**config.mk**
```make
export PLATFORM = sky130hd
export DESIGN_NAME = port_display_scanner
export DESIGN_NICKNAME = d
export VERILOG_FILES = /design/src/rtl/port_display_scanner.sv
export SDC_FILE = /design/constraint.sdc
export NUM_CORES = 1
export LEC_CHECK = 0
export CORE_ASPECT_RATIO = 0.5
export CORE_MARGIN = 2
export CORE_UTILIZATION = 45
export DETAILED_ROUTE_END_ITERATION = 12
export PLACE_DENSITY_LB_ADDON = 0.05
export SYNTH_ARGS = -nofsm -noshare
export SYNTH_HDL_FRONTEND = slang
export SYNTH_SLANG_ARGS = --single-unit
export TNS_END_PERCENT = 100
```
**constraint.sdc**
```tcl
create_clock -name clock -period 6.75 [get_ports clock]
set_input_delay 1.6875 -clock clock [delete_from_list [all_inputs] [get_ports clock]]
set_output_delay 1.6875 -clock clock [all_outputs]
set_load 0.02 [all_outputs]
```
**src/rtl/port_display_scanner.sv**
```systemverilog
`default_nettype none
// ============================================================================
//  Module      : port_display_scanner
//  Description : Time-multiplexed four-digit common-anode seven-segment driver.
//                Captures three port bytes into a shadow register once per
//                frame so the displayed value never tears mid-scan. The
//                optional leading-zero blanking is compiled in when the
//                macro LEADING_ZERO_BLANK_EN is defined.
//  Revision    : 1.0 - initial release
// ============================================================================
module port_display_scanner #(
    parameter int CLK_DIV      = 100000,
    parameter int BLANK_CYCLES = 16
) (
    input  logic       clock,
    input  logic       reset,
    input  logic [7:0] digits_lo,
    input  logic [7:0] digits_hi,
    input  logic [7:0] control,
    output logic [3:0] anode,
    output logic [6:0] segment,
    output logic       dp,
    output logic       frame_tick
);

    localparam int c_pw = (CLK_DIV > 2) ? $clog2(CLK_DIV) : 1;
    localparam logic [c_pw-1:0] c_p_last  = c_pw'(CLK_DIV - 1);
    localparam logic [c_pw-1:0] c_p_blank = c_pw'(BLANK_CYCLES);

    // Scan position and shadow copy of {control, digits_hi, digits_lo}
    logic [c_pw-1:0] p_q, p_d;
    logic [1:0]      i_q, i_d;
    logic [23:0]     shadow_q, shadow_d;

    // Registered display outputs
    logic [3:0]      anode_q, anode_d;
    logic [6:0]      segment_q, segment_d;
    logic            dp_q, dp_d;
    logic            frame_tick_q, frame_tick_d;

    // Combinational helpers
    logic            w_load;
    logic [3:0]      w_nibble;
    logic            w_en;
    logic            w_dp;
    logic [6:0]      w_pattern;
    logic [3:0]      w_lz_blank;
    logic            w_past_blank;
    logic            w_visible;

    // Prescaler, digit index and once-per-frame shadow capture
    always_comb begin
        w_load   = (p_q == '0) && (i_q == 2'd0);
        p_d      = p_q + c_pw'(1);
        i_d      = i_q;
        shadow_d = shadow_q;
        if (p_q == c_p_last) begin
            p_d = '0;
            i_d = i_q + 2'd1;
        end
        if (w_load) begin
            shadow_d = {control, digits_hi, digits_lo};
        end
    end

    // Select the current digit's nibble, decimal point and enable from the shadow
    always_comb begin
        w_nibble = shadow_q[3:0];
        w_dp     = shadow_q[16];
        w_en     = shadow_q[20];
        case (i_q)
            2'd0: begin w_nibble = shadow_q[3:0];   w_dp = shadow_q[16]; w_en = shadow_q[20]; end
            2'd1: begin w_nibble = shadow_q[7:4];   w_dp = shadow_q[17]; w_en = shadow_q[21]; end
            2'd2: begin w_nibble = shadow_q[11:8];  w_dp = shadow_q[18]; w_en = shadow_q[22]; end
            default: begin w_nibble = shadow_q[15:12]; w_dp = shadow_q[19]; w_en = shadow_q[23]; end
        endcase
    end

    // Hex to gfedcba segment pattern, active-high
    always_comb begin
        w_pattern = 7'h00;
        case (w_nibble)
            4'h0: w_pattern = 7'h3F;
            4'h1: w_pattern = 7'h06;
            4'h2: w_pattern = 7'h5B;
            4'h3: w_pattern = 7'h4F;
            4'h4: w_pattern = 7'h66;
            4'h5: w_pattern = 7'h6D;
            4'h6: w_pattern = 7'h7D;
            4'h7: w_pattern = 7'h07;
            4'h8: w_pattern = 7'h7F;
            4'h9: w_pattern = 7'h6F;
            4'hA: w_pattern = 7'h77;
            4'hB: w_pattern = 7'h7C;
            4'hC: w_pattern = 7'h39;
            4'hD: w_pattern = 7'h5E;
            4'hE: w_pattern = 7'h79;
            default: w_pattern = 7'h71;
        endcase
    end

    // Leading-zero suppression: a digit is blank when it and every higher digit are zero
    always_comb begin
        w_lz_blank = 4'b0000;
`ifdef LEADING_ZERO_BLANK_EN
        w_lz_blank[3] = (shadow_q[15:12] == 4'h0);
        w_lz_blank[2] = w_lz_blank[3] && (shadow_q[11:8] == 4'h0);
        w_lz_blank[1] = w_lz_blank[2] && (shadow_q[7:4] == 4'h0);
        w_lz_blank[0] = 1'b0;
`endif
    end

    // Render next output state; anodes stay off during the anti-ghost window
    always_comb begin
        w_past_blank = (BLANK_CYCLES == 0) ? 1'b1 : (p_q >= c_p_blank);
        w_visible    = w_past_blank && w_en && !w_lz_blank[i_q];
        anode_d      = 4'b1111;
        segment_d    = 7'h7F;
        dp_d         = 1'b1;
        frame_tick_d = w_load;
        if (w_visible) begin
            anode_d   = ~(4'b0001 << i_q);
            segment_d = ~w_pattern;
            dp_d      = ~w_dp;
        end
    end

    // State register; an active-low reset aborts the scan on the same edge
    always_ff @(posedge clock) begin
        if (!reset) begin
            p_q          <= '0;
            i_q          <= 2'd0;
            shadow_q     <= 24'h000000;
            anode_q      <= 4'b1111;
            segment_q    <= 7'h7F;
            dp_q         <= 1'b1;
            frame_tick_q <= 1'b0;
        end else begin
            p_q          <= p_d;
            i_q          <= i_d;
            shadow_q     <= shadow_d;
            anode_q      <= anode_d;
            segment_q    <= segment_d;
            dp_q         <= dp_d;
            frame_tick_q <= frame_tick_d;
        end
    end

    assign anode      = anode_q;
    assign segment    = segment_q;
    assign dp         = dp_q;
    assign frame_tick = frame_tick_q;

endmodule
`default_nettype wire
```
## After elaboration in Yosys (flattened, before gate mapping)

Memories as Yosys holds them, arrays and structs flattened.
Index checks and enable logic that the tools add are counted.

| storage, ports and cells | value |
|---|---|
| register bits | 56 |
| input bits | 26 |
| RAM bits | 0 |
| latch bits | 0 |
| memories kept | 1 |
| bits in read-only memories | 112 |

Memories:

| name | depth | width | rd ports | clocked after Yosys merged registers in | wr ports | RTL line | RTL |
|---|---|---|---|---|---|---|---|
| (no name shown) | 16 | 7 | 1 | 0 | 0 | 82 | `case (w_nibble)` |

| cells by class | value |
|---|---|
| $mul | 0 |
| bitwise operators | 4 |
| add/subtract/negate cells | 2 |
| reduce and logical (&&, ||, !) cells | 8 |
| $lt $le $gt $ge | 2 |
| muxes and demuxes | 5 |
| shift-type cells | 1 |
| div/mod/pow operators | 0 |
| equal/unequal tests | 3 |

Operator list:

| operator | number |
|---|---|
| $add 17x1->17 const B | 1 |
| $eq 17x17->1 const B | 1 |
| $ge 17x5->1 const B | 1 |
| $logic_not 17->1 | 1 |
| $pmux 4 s3 | 1 |
| $not 7->7 | 1 |
| $pmux 1 s3 | 2 |
| $not 4->4 | 1 |
| $shl 1x2->4 const A | 1 |
| $logic_and 1x1->1 | 3 |
| $lt 2x3->1 const B | 1 |
| $add 2x1->2 const B | 1 |
| $bmux 1 s2 | 1 |
| $eq 2x1->1 const B | 1 |
| $eq 2x2->1 const B | 1 |
| $logic_not 2->1 | 1 |
| $not 1->1 | 2 |
| $reduce_and 2->1 | 1 |
| $reduce_or 2->1 | 1 |
| $logic_not 1->1 | 1 |
| $mux 1 | 1 |

## Depth between registers and ports, before layout

Gate-level depths: netlist of run 1.

| depth | value |
|---|---|
| depth in word-level cells | 5 |
| depth in mapped cells | 10 |
| mapped depth without buffers | 9 |

## Least setup slack after synthesis of run 1

OpenSTA, ideal clock, no wires.

| timing path | value |
|---|---|
| kind | input port to flip-flop |
| start point | in reset |
| end point | reg segment_q[1], in the netlist segment[1] |
| setup slack | 4.226 ns |
| setup time | 0.154 ns |
| arrival time | 2.370 ns |
| stages | 3 |
| data required time | 6.596 ns |
| path through | o221ai_1 -> nor2_1 -> o221ai_1 |

| on the way | value |
|---|---|
| cells in the longest elaborated chain, start to end | 1 |

Ends and longest elaborated chain:

| element | RTL line | RTL |
|---|---|---|
| from (decl) | 16 | `input logic reset,` |
| $reduce_and 2->1 (no source line) | n/a |  |
| to (signal assigned) | 143 | `segment_q <= segment_d;` |
| to (decl) | 37 | `logic [6:0] segment_q, segment_d;` |

Every way passes these cells.
A chain may end at the register's enable or synchronous reset.

## Worst setup path after layout of run 1

Same ends and word-level chain as after synthesis.

==> impl_metrics.py, run 1 <==
metrics = {
    "final_layout": {
        "fin_nets": 363,
        "post_route_cells_drive_above_1_share_pct": 4.92,
        "final_cell_count_no_fill": 398,
        "nFillCells": 513,
        "final_design_area_no_fill_um2": 3150,
        "synthToLayoutAreaGrowth_pct": 22.2,
        "antenna_cells": 0,
        "post-route-util_pct": 57.1,
    },
    "die": {
        "core_area_um2": 5520,
        "die-area_um2": 6390,
        "std_cell_rows": 19,
        "die_w_um": 111,
        "start_util_pct": 46.7,
        "dieHeight_um": 57.5,
        "io_pins": 39,
    },
    "timing": {
        "worst_slack_ps": 3600,
        "drv_slew": 0,
        "finalClockSkew_ps": 4.51,
        "worstMarginPinSlew_ps": 1000,
        "relSlewSlack_pct": 33.3,
        "finalCritPeriodShare_pct": 46.7,
        "finalSetupViolations": 0,
        "fmax_mhz": 317,
        "post-route-min-period_ps": 3150,
        "hold_violations": 0,
        "rsz0062_at_grt": "false",
        "tns_ps": 0,
        "hold-worst-slack_ps": 473,
    },
    "clocking": {
        "hold_buffers": 0,
        "clkTransAtPathRegs_ps": 70,
        "cts_tree": "built",
        "post_cts_resized": 0,
        "post_cts_buffers": 0,
        "cts_htree_levels": 2,
        "clockBufferDepth": 2,
        "numCtsBuffers": 5,
        "clock_latency_ps": 290,
        "clock_sinks": 56,
        "cts_root_buf": "clkbuf_16",
    },
    "global_routing": {
        "grt_pass1_vias": 2153,
        "track_usage_pct": 19.7,
        "grt_start_max_net_pins": 29,
        "grt_pass1_wl_um": 10300,
        "grt_overflow": 0,
        "antenna_found_initial": 0,
    },
    "critical_path": {
        "cp_slowest_cell": "nor2_1",
        "worst_setup_path_startpoint": "reset",
        "critPathKind": "input port to flip-flop",
        "r2r-end": "segment[3]",
        "arrival_ps": 3280,
        "cp.depth": 4,
        "cp.required_ps": 6870,
        "r2r_start": "i_q[0]",
        "crit_fanout": 10,
        "r2r_setup_slack_ps": 3830,
        "setup.worst_path.start_class": "input port",
        "path_common_cell": "o221ai_1",
        "critPathCaptureType": "flip-flop",
        "critPathTopFamily": "simple AND/OR/NAND/NOR gates",
        "crit_chain": "clkdlybuf4s50_1 -> o221ai_1 -> nor2_1 -> o221ai_1",
        "max_stage_delay_ps": 560,
        "path_buf_inv": 1,
        "rr_worst_depth": 8,
    },
    "drt": {
        "route.detailed.drc": 0,
        "drt_iter0_drc": 147,
        "drt-wirelength-per-cell_um": 14.9,
        "first_pass_iters": 4,
        "postRouteWirelength_um": 5910,
        "vias": 2243,
        "drt.antenna.violating_nets": 0,
        "vias_per_cell": 5.64,
    },
    "synth": {
        "yosysTopAreaCell": "dfxtp_1",
        "yosysMostFrequentCell": "dfxtp_1",
        "synth_fp_nets": 332,
        "ys_warn_count": 0,
        "yosysSeqAreaShare_pct": 43.5,
        "yosys.area.top_type_share_pct": 43.5,
        "synth_cell_types": 39,
        "ys.flop_type": "dfxtp_1",
        "netlist_area_um2": 2580,
        "ys_seq_elements": 56,
        "synth_edf_count": 0,
        "avgSynthCellArea_um2": 8.80,
        "syn_inst": 293,
        "synthTopCellsByCount": "dfxtp_1 (56), nand3_1 (33), a21oi_1 (30)",
        "async_flop_share_pct": 0,
        "synth.area.top_cells": "dfxtp_1 (43%), nand3_1 (6.4%), ha_1 (6.3%), a21oi_1 (5.8%), o21ai_0 (5.2%)",
    },
    "hold_path": {
        "min_path_type": "flip-flop to flip-flop",
        "whs_endpoint": "dp",
        "hold-path-cell-count": 1,
        "min_from": "shadow_q[19]",
    },
    "flow_run": {
        "max_cap_violations": 0,
    },
    "power": {
        "peakVddDrop_mv": 0.128,
        "design_power_total_uw": 723,
        "power.density_nw_per_um2": 230,
        "leakagePower_nw": 1.18,
    },
    "placement": {
        "dp_hpwl_um": 4050,
        "post-place-cells": 390,
        "dpl_cell_area_um2": 2990,
        "dp_worst_setup_slack_ps": 3270,
        "port_buffers": 38,
        "routabilityCongestion": 0.874,
    },
    "run_status": {
        "outcome": "completed",
    },
}
[kinds of logic (layout without fill, tap and decap cells)]
logic type,count (synthesis),after routing,synth area share [%]
buffers and inverters,29,61,4.66
DFF,56,56,43.5
AOI/OAI and AO/OA,80,80,18.7
adders and majority gates,13,13,6.31
muxes,8,8,3.25
and+or+nand+nor,94,94,19.2
xor gates and xnor gates,13,13,4.42
[layer usage]
metal / vias up / global-route usage, % / share of wire [%]
li1: 1125 / - / -
met4: 0 / 3.53 / 0.49
met1: 1064 / 27.1 / 50
met3: 4 / 5.10 / 5.1
met5: - / 0 / 0
met2: 50 / 32.3 / 44
[how the worst max path moves through the flow]
stage                 endpoint
global placement    segment[1]
finish              segment[1]
global route        segment[6]
CTS                 segment[1]
detailed placement  segment[1]
floorplan           segment[1]
[layout make-up]
cell class	count	area [µm²]	share of cell area, %
multi-input combinational	208	1340	42.4
sequential	56	1120	35.6
timing repair buffer	38	380	12.1
clock buffer	6	129	4.09
tap	73	91.3	2.90
inverter	15	56.3	1.79
clock inverter	2	35.0	1.11
[worst reg2reg max path, stage by stage (launching register included)]
cell and delay [ps]:
dfxtp_1 350, inv_1 110, ha_1 410, a222oi_1 200
a21oi_1 600, inv_1 220, ha_1 370, a2111oi_0 390
a22oi_1 150
[power breakdown]
part	internal (mW)	total, mW	switching, mW
combinational	0.0364	0.0826	0.0463
sequential	0.346	0.354	0.00816
clock	0.175	0.286	0.112
total	0.557	0.723	0.166
[sequential cells by signal (all words and copies together) (netlist names)]
name	cells
anode	4
dp	1
frame_tick	1
i_q	2
p_q	17
segment	7
shadow_q	24
[layout by cell type (no fill, tap or decap), drive strengths merged, types with 3 or more instances in the layout]
master	Yosys	layout
a21oi	30	30
a222oi	4	4
and3	3	3
and4	4	4
clkbuf	8	6
clkdlybuf4s50	0	38
dfxtp	56	56
ha	13	13
inv	15	15
mux2	3	3
mux2i	5	5
nand2	13	13
nand3	34	34
nand4	6	6
nor2	21	21
nor3	3	3
nor4	5	5
o211ai	3	3
o21ai	28	28
o221ai	6	6
xnor2	7	7
xor2	6	6
(Power assumes the default switching activity.)
==> inputs of run 2 (changes only) <==
==> constraint.sdc (replaced) <==
create_clock -name clock -period 2.87 [get_ports clock]
set_input_delay 0.7175 -clock clock [delete_from_list [all_inputs] [get_ports clock]]
set_output_delay 0.7175 -clock clock [all_outputs]
set_load 0.02 [all_outputs]
==> run 2 against run 1 <==
- cell count is 1.3% higher
- first-iteration DRC count is 9.5% lower
- cell area is 0.48% higher
- sequential power is 140% higher
- wire length is 6.0% higher
- critical path depth is 4 higher
- hold slack worse by 4.3 ps
- sequential share of layout area is 0.17 points lower
- via count is 2.3% higher
- count of clock-buffer cells in the layout stayed put
- flip-flop and latch count stayed put
- largest cell class unchanged
- die area stayed put
- critical path type is now flip-flop to flip-flop
==> impl_metrics.py, run 2 (synthesis gave the netlist of run 1 again) <==
metrics = {
    "drt": {
        "postRouteWirelength_um": 6270,
        "first_pass_iters": 4,
        "wl_met3_um": 277,
        "wl_met1_um": 3130,
        "wl_met2_um": 2830,
        "topRoutingLayerUsed": "met4",
        "route.detailed.drc": 0,
        "vias_per_cell": 5.69,
        "drt-wirelength-per-cell_um": 15.5,
        "drt.antenna.violating_nets": 0,
        "vias": 2295,
        "drt_iter0_drc": 133,
    },
    "power": {
        "power.density_nw_per_um2": 511,
        "peakVddDrop_mv": 0.253,
        "p_comb_share_pct": 12.5,
        "p_seq_share_pct": 51.8,
        "p_int_mw": 1.22,
        "p_sw_share_pct": 24.5,
        "design_power_total_mw": 1.62,
        "leakagePower_nw": 1.19,
        "pwr-share-clk_pct": 35.8,
        "p_switching_uw": 396,
    },
    "placement": {
        "dp_hpwl_um": 4370,
        "port_buffers": 38,
        "routabilityCongestion": 0.959,
    },
    "timing": {
        "post-route-min-period_ps": 2650,
        "fmax_mhz": 377,
        "relSlewSlack_pct": 39.0,
        "drv_slew": 0,
        "hold_violations": 0,
        "rsz0062_at_grt": "false",
        "worstMarginPinSlew_ps": 913,
        "finalClockSkew_ps": 2.34,
        "finalSetupViolations": 0,
        "tns_ps": 0,
        "finalCritPeriodShare_pct": 92.5,
    },
    "clocking": {
        "numCtsBuffers": 5,
        "clock_sinks": 56,
        "clockBufferDepth": 2,
        "cts_tree": "built",
        "post_cts_buffers": 0,
        "cts_htree_levels": 2,
        "hold_buffers": 0,
        "clock_latency_ps": 290,
        "post_cts_resized": 0,
        "clkTransAtPathRegs_ps": 70,
        "cts_root_buf": "clkbuf_16",
    },
    "hold_path": {
        "min_from": "p_q[0]",
        "min_path_type": "flip-flop to flip-flop",
    },
    "die": {
        "die-area_um2": 6390,
        "dieHeight_um": 57.5,
        "die_w_um": 111,
        "io_pins": 39,
        "std_cell_rows": 19,
        "start_util_pct": 46.7,
        "core_area_um2": 5520,
    },
    "critical_path": {
        "cp.required_ps": 3020,
        "critPathCaptureType": "flip-flop",
        "r2r-end": "segment[3]",
        "setup.worst_path.start_class": "flip-flop",
        "r2r_start": "i_q[0]",
        "critPathKind": "flip-flop to flip-flop",
        "rr_worst_depth": 8,
        "arrival_ps": 2800,
        "worst_setup_path_startpoint": "i_q[0]",
        "crit_fanout": 9,
        "cp-endpoint": "segment[3]",
        "r2r_setup_slack_ps": 220,
    },
    "run_status": {
        "outcome": "completed",
    },
    "final_layout": {
        "mostFrequentLayoutCells": "dfxtp_1 (56), clkdlybuf4s50_1 (38), nand3_1 (33), a21oi_1 (30), o21ai_0 (27)",
        "antenna_cells": 0,
        "fin_nets": 369,
        "largest_reg_flops": 24,
        "largest_register": "shadow_q",
        "nFillCells": 496,
        "synthToLayoutAreaGrowth_pct": 22.8,
        "post_route_cells_drive_above_1_share_pct": 6.36,
        "final_common_cell": "dfxtp_1",
    },
    "global_routing": {
        "grt_pass1_vias": 2200,
        "track_usage_pct": 20.8,
        "grt_pass1_wl_um": 10600,
        "antenna_found_initial": 0,
        "grt_start_max_net_pins": 29,
        "grt_overflow": 0,
    },
    "flow_run": {
        "max_cap_violations": 0,
    },
}
## run 2: layout make-up
cell class	count	area (µm²)	area share, %
Multi-Input combinational cell	208	1340	42.2
Sequential cell	56	1120	35.4
Timing Repair Buffer	44	425	13.4
Clock buffer	6	129	4.07
Tap cell	73	91.3	2.89
Inverter	15	56.3	1.78
Clock inverter	1	5.00	0.158
## run 2: worst min path at each step
stage | to | cells past startpoint
CTS | p_q[0] | 1
finish | p_q[0] | 1
global route | shadow_q[11] | 2
floorplan | p_q[0] | 1
detailed placement | p_q[0] | 1
global placement | p_q[0] | 1
## run 2: power by group through the flow
stage / clock (mW) / sequential [mW] / combinational (mW)
2_1_floorplan: 0 / 0.846 / 0.127
3_3_place_gp: 0 / 0.853 / 0.194
3_5_place_dp: 0 / 0.853 / 0.200
4_1_cts: 0.600 / 0.835 / 0.201
5_1_grt: 0.634 / 0.839 / 0.224
6_report: 0.578 / 0.836 / 0.202
## run 2: metal layers
layer	global-route usage, %	vias to the layer above
li1	-	1142
met1	27.8	1110
met2	33.6	39
met3	6.06	4
met4	6.00	0
met5	0	-
## run 2: per-stage QoR
stage                     hold slack (ps)  cells  util, %  setup slack [ps]  area (µm²)
after global routing                  500    403     57.4               121        3160
after detailed placement              461    396     54.9               320        3030
final                                 469    403     57.4               216        3160
after floorplan                       440    293        -               563        2580
after global placement                452    396     54.9               578        3030
after CTS                             475    403     57.4               209        3160
## run 2: worst max-delay path, stage by stage (launching register included)
cell	delay (ps)
dfxtp_1	400
inv_1	100
ha_1	320
a222oi_1	420
a21oi_1	150
inv_1	150
ha_1	260
a2111oi_0	510
a22oi_1	190
